File: config.mk
export PLATFORM = sky130hd
export DESIGN_NAME = data_gen_burst_flat
export DESIGN_NICKNAME = d
export VERILOG_FILES = /design/src/rtl/data_gen_burst_if.sv /design/src/rtl/data_gen_burst.sv /design/src/flat_wrapper.sv
export SDC_FILE = /design/constraint.sdc
export NUM_CORES = 1
export LEC_CHECK = 0
export ABC_AREA = 1
export BUFFER_PORTS_ARGS = -buffer_cell sky130_fd_sc_hd__buf_2
export CELL_PAD_IN_SITES_DETAIL_PLACEMENT = 0
export CELL_PAD_IN_SITES_GLOBAL_PLACEMENT = 1
export CORE_AREA = 2 2 82 84
export CTS_BUF_LIST = sky130_fd_sc_hd__clkbuf_16
export DETAILED_ROUTE_END_ITERATION = 8
export DIE_AREA = 0 0 84 86
export HOLD_SLACK_MARGIN = 0.03
export PLACE_DENSITY = 0.92
export SLEW_MARGIN = 20
export SYNTH_ARGS = -nofsm -noshare
export SYNTH_HDL_FRONTEND = slang
export SYNTH_SLANG_ARGS = --single-unit
File: constraint.sdc
create_clock -name clk_50m -period 3.5 [get_ports clk_50m]
set_input_delay 0.7 -clock clk_50m [delete_from_list [all_inputs] [get_ports clk_50m]]
set_output_delay 0.7 -clock clk_50m [all_outputs]
set_load 0.02 [all_outputs]
File: src/rtl/data_gen_burst_if.sv
// Valid/ready stream carrying pattern words with burst framing flags.
// The generator drives through master; a sink or bench attaches through slave.
interface data_gen_burst_if #(
  parameter int DATA_W = 8
);
  logic              data_valid;
  logic              data_ready;
  logic [DATA_W-1:0] data_out;
  logic              sof;
  logic              eof;

  modport master (
    output data_valid,
    output data_out,
    output sof,
    output eof,
    input  data_ready
  );

  modport slave (
    input  data_valid,
    input  data_out,
    input  sof,
    input  eof,
    output data_ready
  );
endinterface

File: src/rtl/data_gen_burst.sv
// Burst-framed test pattern source (INC/DEC/LFSR/WALK1) with valid/ready output,
// start/stop control and a saturating completed-burst counter.
module data_gen_burst #(
  parameter int                DATA_W     = 8,
  parameter longint            NUM_MAX    = 200,
  parameter int                BURST_LEN  = 16,
  parameter int                GAP_LEN    = 4,
  parameter int                NUM_BURSTS = 0,
  parameter logic [DATA_W-1:0] LFSR_SEED  = DATA_W'(1),
  parameter logic [DATA_W-1:0] LFSR_TAPS  = DATA_W'('hB8)
) (
  input  logic                    clk_50m,
  input  logic                    rst,
  input  logic                    start,
  input  logic                    stop,
  input  logic [1:0]              mode,
  data_gen_burst_if.master        bus,
  output logic                    busy,
  output logic                    done,
  output logic [15:0]             burst_cnt
);

  localparam int WC_W = (BURST_LEN > 1) ? $clog2(BURST_LEN) : 1;
  localparam int GC_W = (GAP_LEN > 1) ? $clog2(GAP_LEN) : 1;
  localparam logic [WC_W-1:0]   WC_LAST     = WC_W'(BURST_LEN - 1);
  localparam logic [GC_W-1:0]   GC_LAST     = GC_W'((GAP_LEN > 0) ? GAP_LEN - 1 : 0);
  localparam logic [DATA_W-1:0] DATA_MAX    = DATA_W'(NUM_MAX - 1);
  localparam logic [15:0]       BURST_LIMIT = 16'(NUM_BURSTS);

  typedef enum logic [1:0] {ST_IDLE, ST_RUN, ST_GAP} state_t;
  typedef enum logic [1:0] {PAT_INC, PAT_DEC, PAT_LFSR, PAT_WALK1} pattern_t;

  state_t            state_q, state_d;
  pattern_t          mode_q, mode_d;
  logic [DATA_W-1:0] data_q, data_d;
  logic [WC_W-1:0]   word_cnt_q, word_cnt_d;
  logic [GC_W-1:0]   gap_cnt_q, gap_cnt_d;
  logic [15:0]       burst_cnt_q, burst_cnt_d;
  logic              stop_pend_q, stop_pend_d;
  logic              valid_q, valid_d;
  logic              sof_q, sof_d;
  logic              eof_q, eof_d;
  logic              busy_q, busy_d;
  logic              done_q, done_d;

  logic              xfer;
  logic              go_idle;
  logic [15:0]       burst_inc;

  function automatic logic [DATA_W-1:0] seed_word(input pattern_t p);
    logic [DATA_W-1:0] r;
    r = '0;
    case (p)
      PAT_INC:   r = '0;
      PAT_DEC:   r = DATA_MAX;
      PAT_LFSR:  r = LFSR_SEED;
      PAT_WALK1: r = DATA_W'(1);
    endcase
    return r;
  endfunction

  // Galois LFSR: the bit shifted out of the LSB decides whether the taps are applied.
  function automatic logic [DATA_W-1:0] next_word(input pattern_t p, input logic [DATA_W-1:0] cur);
    logic [DATA_W-1:0] r;
    r = cur;
    case (p)
      PAT_INC:   r = (cur == DATA_MAX) ? '0 : cur + DATA_W'(1);
      PAT_DEC:   r = (cur == '0) ? DATA_MAX : cur - DATA_W'(1);
      PAT_LFSR:  r = cur[0] ? ((cur >> 1) ^ LFSR_TAPS) : (cur >> 1);
      PAT_WALK1: r = {cur[DATA_W-2:0], cur[DATA_W-1]};
    endcase
    return r;
  endfunction

  always_comb begin
    state_d     = state_q;
    mode_d      = mode_q;
    data_d      = data_q;
    word_cnt_d  = word_cnt_q;
    gap_cnt_d   = gap_cnt_q;
    burst_cnt_d = burst_cnt_q;
    stop_pend_d = stop_pend_q;
    valid_d     = valid_q;
    sof_d       = sof_q;
    eof_d       = eof_q;
    busy_d      = busy_q;
    done_d      = 1'b0;
    go_idle     = 1'b0;
    xfer        = valid_q && bus.data_ready;
    burst_inc   = (burst_cnt_q == 16'hFFFF) ? burst_cnt_q : burst_cnt_q + 16'd1;

    case (state_q)
      ST_IDLE: begin
        if (start) begin
          mode_d      = pattern_t'(mode);
          data_d      = seed_word(pattern_t'(mode));
          word_cnt_d  = '0;
          gap_cnt_d   = '0;
          burst_cnt_d = '0;
          stop_pend_d = stop;
          state_d     = ST_RUN;
          valid_d     = 1'b1;
          sof_d       = 1'b1;
          eof_d       = (WC_LAST == '0);
          busy_d      = 1'b1;
        end
      end

      ST_RUN: begin
        if (stop) stop_pend_d = 1'b1;
        if (xfer) begin
          data_d = next_word(mode_q, data_q);
          if (eof_q) begin
            burst_cnt_d = burst_inc;
            word_cnt_d  = '0;
            if (stop_pend_q || stop || (NUM_BURSTS != 0 && burst_inc == BURST_LIMIT)) begin
              go_idle = 1'b1;
            end else if (GAP_LEN == 0) begin
              sof_d = 1'b1;
              eof_d = (WC_LAST == '0);
            end else begin
              state_d   = ST_GAP;
              gap_cnt_d = '0;
              valid_d   = 1'b0;
              sof_d     = 1'b0;
              eof_d     = 1'b0;
            end
          end else begin
            word_cnt_d = word_cnt_q + WC_W'(1);
            sof_d      = 1'b0;
            eof_d      = ((word_cnt_q + WC_W'(1)) == WC_LAST);
          end
        end
      end

      ST_GAP: begin
        if (stop) stop_pend_d = 1'b1;
        // A stop seen during the gap ends the run exactly where the next burst would begin.
        if (gap_cnt_q == GC_LAST) begin
          if (stop_pend_q || stop) begin
            go_idle = 1'b1;
          end else begin
            state_d = ST_RUN;
            valid_d = 1'b1;
            sof_d   = 1'b1;
            eof_d   = (WC_LAST == '0);
          end
        end else begin
          gap_cnt_d = gap_cnt_q + GC_W'(1);
        end
      end

      default: state_d = ST_IDLE;
    endcase

    if (go_idle) begin
      state_d = ST_IDLE;
      valid_d = 1'b0;
      sof_d   = 1'b0;
      eof_d   = 1'b0;
      busy_d  = 1'b0;
      done_d  = 1'b1;
    end
  end

  always_ff @(posedge clk_50m) begin
    if (rst) begin
      state_q     <= ST_IDLE;
      mode_q      <= PAT_INC;
      data_q      <= '0;
      word_cnt_q  <= '0;
      gap_cnt_q   <= '0;
      burst_cnt_q <= '0;
      stop_pend_q <= 1'b0;
      valid_q     <= 1'b0;
      sof_q       <= 1'b0;
      eof_q       <= 1'b0;
      busy_q      <= 1'b0;
      done_q      <= 1'b0;
    end else begin
      state_q     <= state_d;
      mode_q      <= mode_d;
      data_q      <= data_d;
      word_cnt_q  <= word_cnt_d;
      gap_cnt_q   <= gap_cnt_d;
      burst_cnt_q <= burst_cnt_d;
      stop_pend_q <= stop_pend_d;
      valid_q     <= valid_d;
      sof_q       <= sof_d;
      eof_q       <= eof_d;
      busy_q      <= busy_d;
      done_q      <= done_d;
    end
  end

  assign bus.data_valid = valid_q;
  assign bus.data_out   = data_q;
  assign bus.sof        = sof_q;
  assign bus.eof        = eof_q;
  assign busy           = busy_q;
  assign done           = done_q;
  assign burst_cnt      = burst_cnt_q;

endmodule

File: src/flat_wrapper.sv
// flat-port wrapper written by rule: the top's interface ports become plain ports
module data_gen_burst_flat 
#(
  parameter int                DATA_W     = 8,
  parameter longint            NUM_MAX    = 200,
  parameter int                BURST_LEN  = 16,
  parameter int                GAP_LEN    = 4,
  parameter int                NUM_BURSTS = 0,
  parameter logic [DATA_W-1:0] LFSR_SEED  = DATA_W'(1),
  parameter logic [DATA_W-1:0] LFSR_TAPS  = DATA_W'('hB8)
)
  (clk_50m, rst, start, stop, mode, busy, done, burst_cnt, bus_data_valid, bus_data_out, bus_sof, bus_eof, bus_data_ready);
  data_gen_burst_if #(.DATA_W(DATA_W)) bus_i ();
  input  logic clk_50m;
  input  logic rst;
  input  logic start;
  input  logic stop;
  input  logic [1:0] mode;
  output logic busy;
  output logic done;
  output logic [15:0] burst_cnt;
  output wire logic [$bits(bus_i.data_valid)-1:0] bus_data_valid;
  output wire logic [$bits(bus_i.data_out)-1:0] bus_data_out;
  output wire logic [$bits(bus_i.sof)-1:0] bus_sof;
  output wire logic [$bits(bus_i.eof)-1:0] bus_eof;
  input wire logic [$bits(bus_i.data_ready)-1:0] bus_data_ready;
  assign bus_data_valid = bus_i.data_valid;
  assign bus_data_out = bus_i.data_out;
  assign bus_sof = bus_i.sof;
  assign bus_eof = bus_i.eof;
  assign bus_i.data_ready = bus_data_ready;
  data_gen_burst #(.DATA_W(DATA_W), .NUM_MAX(NUM_MAX), .BURST_LEN(BURST_LEN), .GAP_LEN(GAP_LEN), .NUM_BURSTS(NUM_BURSTS), .LFSR_SEED(LFSR_SEED), .LFSR_TAPS(LFSR_TAPS)) u_core (.clk_50m(clk_50m), .rst(rst), .start(start), .stop(stop), .mode(mode), .bus(bus_i), .busy(busy), .done(done), .burst_cnt(burst_cnt));
endmodule
==> reports/results.txt <==
run status: complete, no violations
Layout Nets: 464
CP Buf/Inv Count: 3
hold bufs inserted after CTS: 0
most frequent CP cell: nand2_1
crit path cell chain: inv_1, ha_1, inv_2, nor3_1, nand4_1, nand2_1, inv_2, nand2_1, nand2_1, nand2_1, nor2_1
root buffer cell: clkbuf_16
vias in the first global route: 2,500
TritonCTS buffer count: 5
gr usage total: 0.191
CTS tree: built
Overall Power: 2.01 mW
via count: 2,769
area post-placement: 2840 um2
clock net sink count: 40
post-DP HPWL: 5090 um
io pins: 36
initial antenna violation count: 0
CP Capture Type: register
Clock Latency Late Sink: 0.28 ns
gr ovfl total: 0
most common cell after layout, fill and taps aside: nand2_1
final WL: 6890 um
PwrDens: 673 nW/um2
Netlist cell types: 33
WL/cell: 13.1 um
Post-CTS Setup Repair Bufs: 0
Util after Layout: 0.475
yosys warns: 0
critical path startpoint category: register
min Tclk post-route: 2.39 ns
n_diodes: 0
crit share post-route: 0.682
pin count of the biggest net entering global routing: 24
CP Max Fanout: 15
relative slew slack: 0.505
core area: 6280 um2
layout cells sized above 1: 0.130
drt pass-1 iters: 4
Tightest Hold Check Type: register to register
Worst path slowest cell: ha_1
Worst Path Required: 3.68 ns
Synth Register Bits: 40
Rows: 29
Post-CTS Resized: 0
slowest stage delay, CP: 0.44 ns
Crit Path Category: register to register
Layout area overhead: 13.7%
syn_area_per_cell: 6.35 um2
gate count of the mapped netlist: 413
via/cell ratio: 5.28
Die Y: 86 um
RSZ-0062 raised after global routing: no
starting density of the core: 0.418
setup TNS: 0 ns
DIE AREA: 7220 um2
Detailed Route Iter0 Violations: 131
CP top delay family: simple AND/OR/NAND/NOR gates
post-synthesis net count: 431
Clock Skews: 0.00649 ns
first-pass GRT wire length: 11,500 um
most frequent cells in the layout: nand2_1 (97), nor2_1 (53), inv_1 (50)
Max Freq: 0.419 GHz
final slew viol count: 0
Clock Tree Buf Depth: 2
sequential area share after synthesis: 0.305
Pleak: 1.33 nW
Die X: 84 um
Final setup viols: 0
H-tree levels: 2
final std cell area, no fill: 2980 um2
Max VDD drop: 404 uV
Antenna Nets Post-Route: 0
Final Hold Viols: 0
Buffers on Ports: 35
Reg clk slew, reported paths: 0.06 ns
Synth Cell Area: 2620 um2
worst slew pin tran: 0.743 ns
CP arrival: 2.57 ns
final RePlAce weighted congestion: 0.909
Fin Hold WS: 0.460 ns
MaxCap Viol Count: 0
drt drc: 0
-- layout make-up --
class                           count  area (um2)
Clock buffer                        5         125
Clock inverter                      3        13.8
Fill cell                         657        3290
Inverter                           54         203
Multi-Input combinational cell    310        1570
Sequential cell                    40         801
Tap cell                           77        96.3
Timing Repair Buffer               35         175
-- report_power, final --
group	internal (mW)	switching (mW)
Combinational	0.292	0.648
Sequential	0.533	0.0939
Clock	0.259	0.182
Total	1.08	0.924
-- cell usage after synthesis (all sizes together) --
master	instances	area [um2]
a211oi	2	15.0
a21boi	1	7.51
a21oi	33	169
a31oi	3	18.8
and2	1	6.26
buf	6	38.8
clkbuf	3	11.3
dfxtp	40	801
ha	11	138
inv	54	203
nand2	99	377
nand3	27	135
nand3b	5	41.3
nand4	9	56.3
nor2	60	263
nor3	12	60.1
o211ai	3	22.5
o21ai	31	155
o21bai	1	7.51
o221ai	1	8.76
o22ai	2	12.5
or2	1	6.26
xnor2	2	17.5
xor2	6	52.6
-- per-layer routing --
metal  vias to the layer above  global-route usage  wire length, um
li1                       1408                   -                -
met1                      1252               0.245             3160
met2                        94               0.328             3220
met3                        15              0.0260              366
met4                         0              0.0704              141
met5                         -                   0                0
-- worst register-to-register path, stage by stage, from the launching register on --
cell	delay [ns]
dfxtp_1	0.33
inv_1	0.08
ha_1	0.44
inv_2	0.20
nor3_1	0.21
nand4_1	0.16
nand2_1	0.34
inv_2	0.22
nand2_1	0.13
nand2_1	0.06
nand2_1	0.06
nor2_1	0.04
-- state kept, by name (all words and copies together), names as in the netlist --
name / flops
u_core.word_cnt_q: 4
u_core.mode_q: 2
u_core.stop_pend_q: 1
u_core.done: 1
u_core.bus.data_valid: 1
u_core.busy: 1
u_core.bus.eof: 1
u_core.gap_cnt_q: 2
u_core.bus.data_out: 8
u_core.burst_cnt: 16
u_core.bus.sof: 1
u_core.state_q: 2
-- kinds of logic after synthesis --
group / count (synthesis) / synth area share
xor gates and xnor gates: 8 / 0.0267
buffers and inverters: 63 / 0.0964
and+or+nand+nor: 214 / 0.360
AOI/OAI and AO/OA: 77 / 0.159
adders and majority gates: 11 / 0.0525
DFF: 40 / 0.305
-- worst paths after layout --
| path | from | to | slack, ns | depth (start not counted) |
|---|---|---|---|---|
| worst max-delay path | u_core.state_q[1] | u_core.burst_cnt[11] | 1.11 | 11 |
| worst min-delay path | u_core.bus.sof | u_core.bus.sof | 0.46 | 2 |
| worst max register to register | u_core.state_q[1] | u_core.burst_cnt[11] | 1.11 | 11 |
| worst min register to register | u_core.bus.sof | u_core.bus.sof | 0.46 | 2 |
-- through the flow --
stage,std cells,setup slack (ns)
2_1_floorplan,413,1.77
3_3_place_gp,516,1.25
3_5_place_dp,516,1.15
4_1_cts,524,1.15
5_1_grt,524,0.834
6_report,524,1.11
No activity file was read; power rests on OpenSTA's default activity.
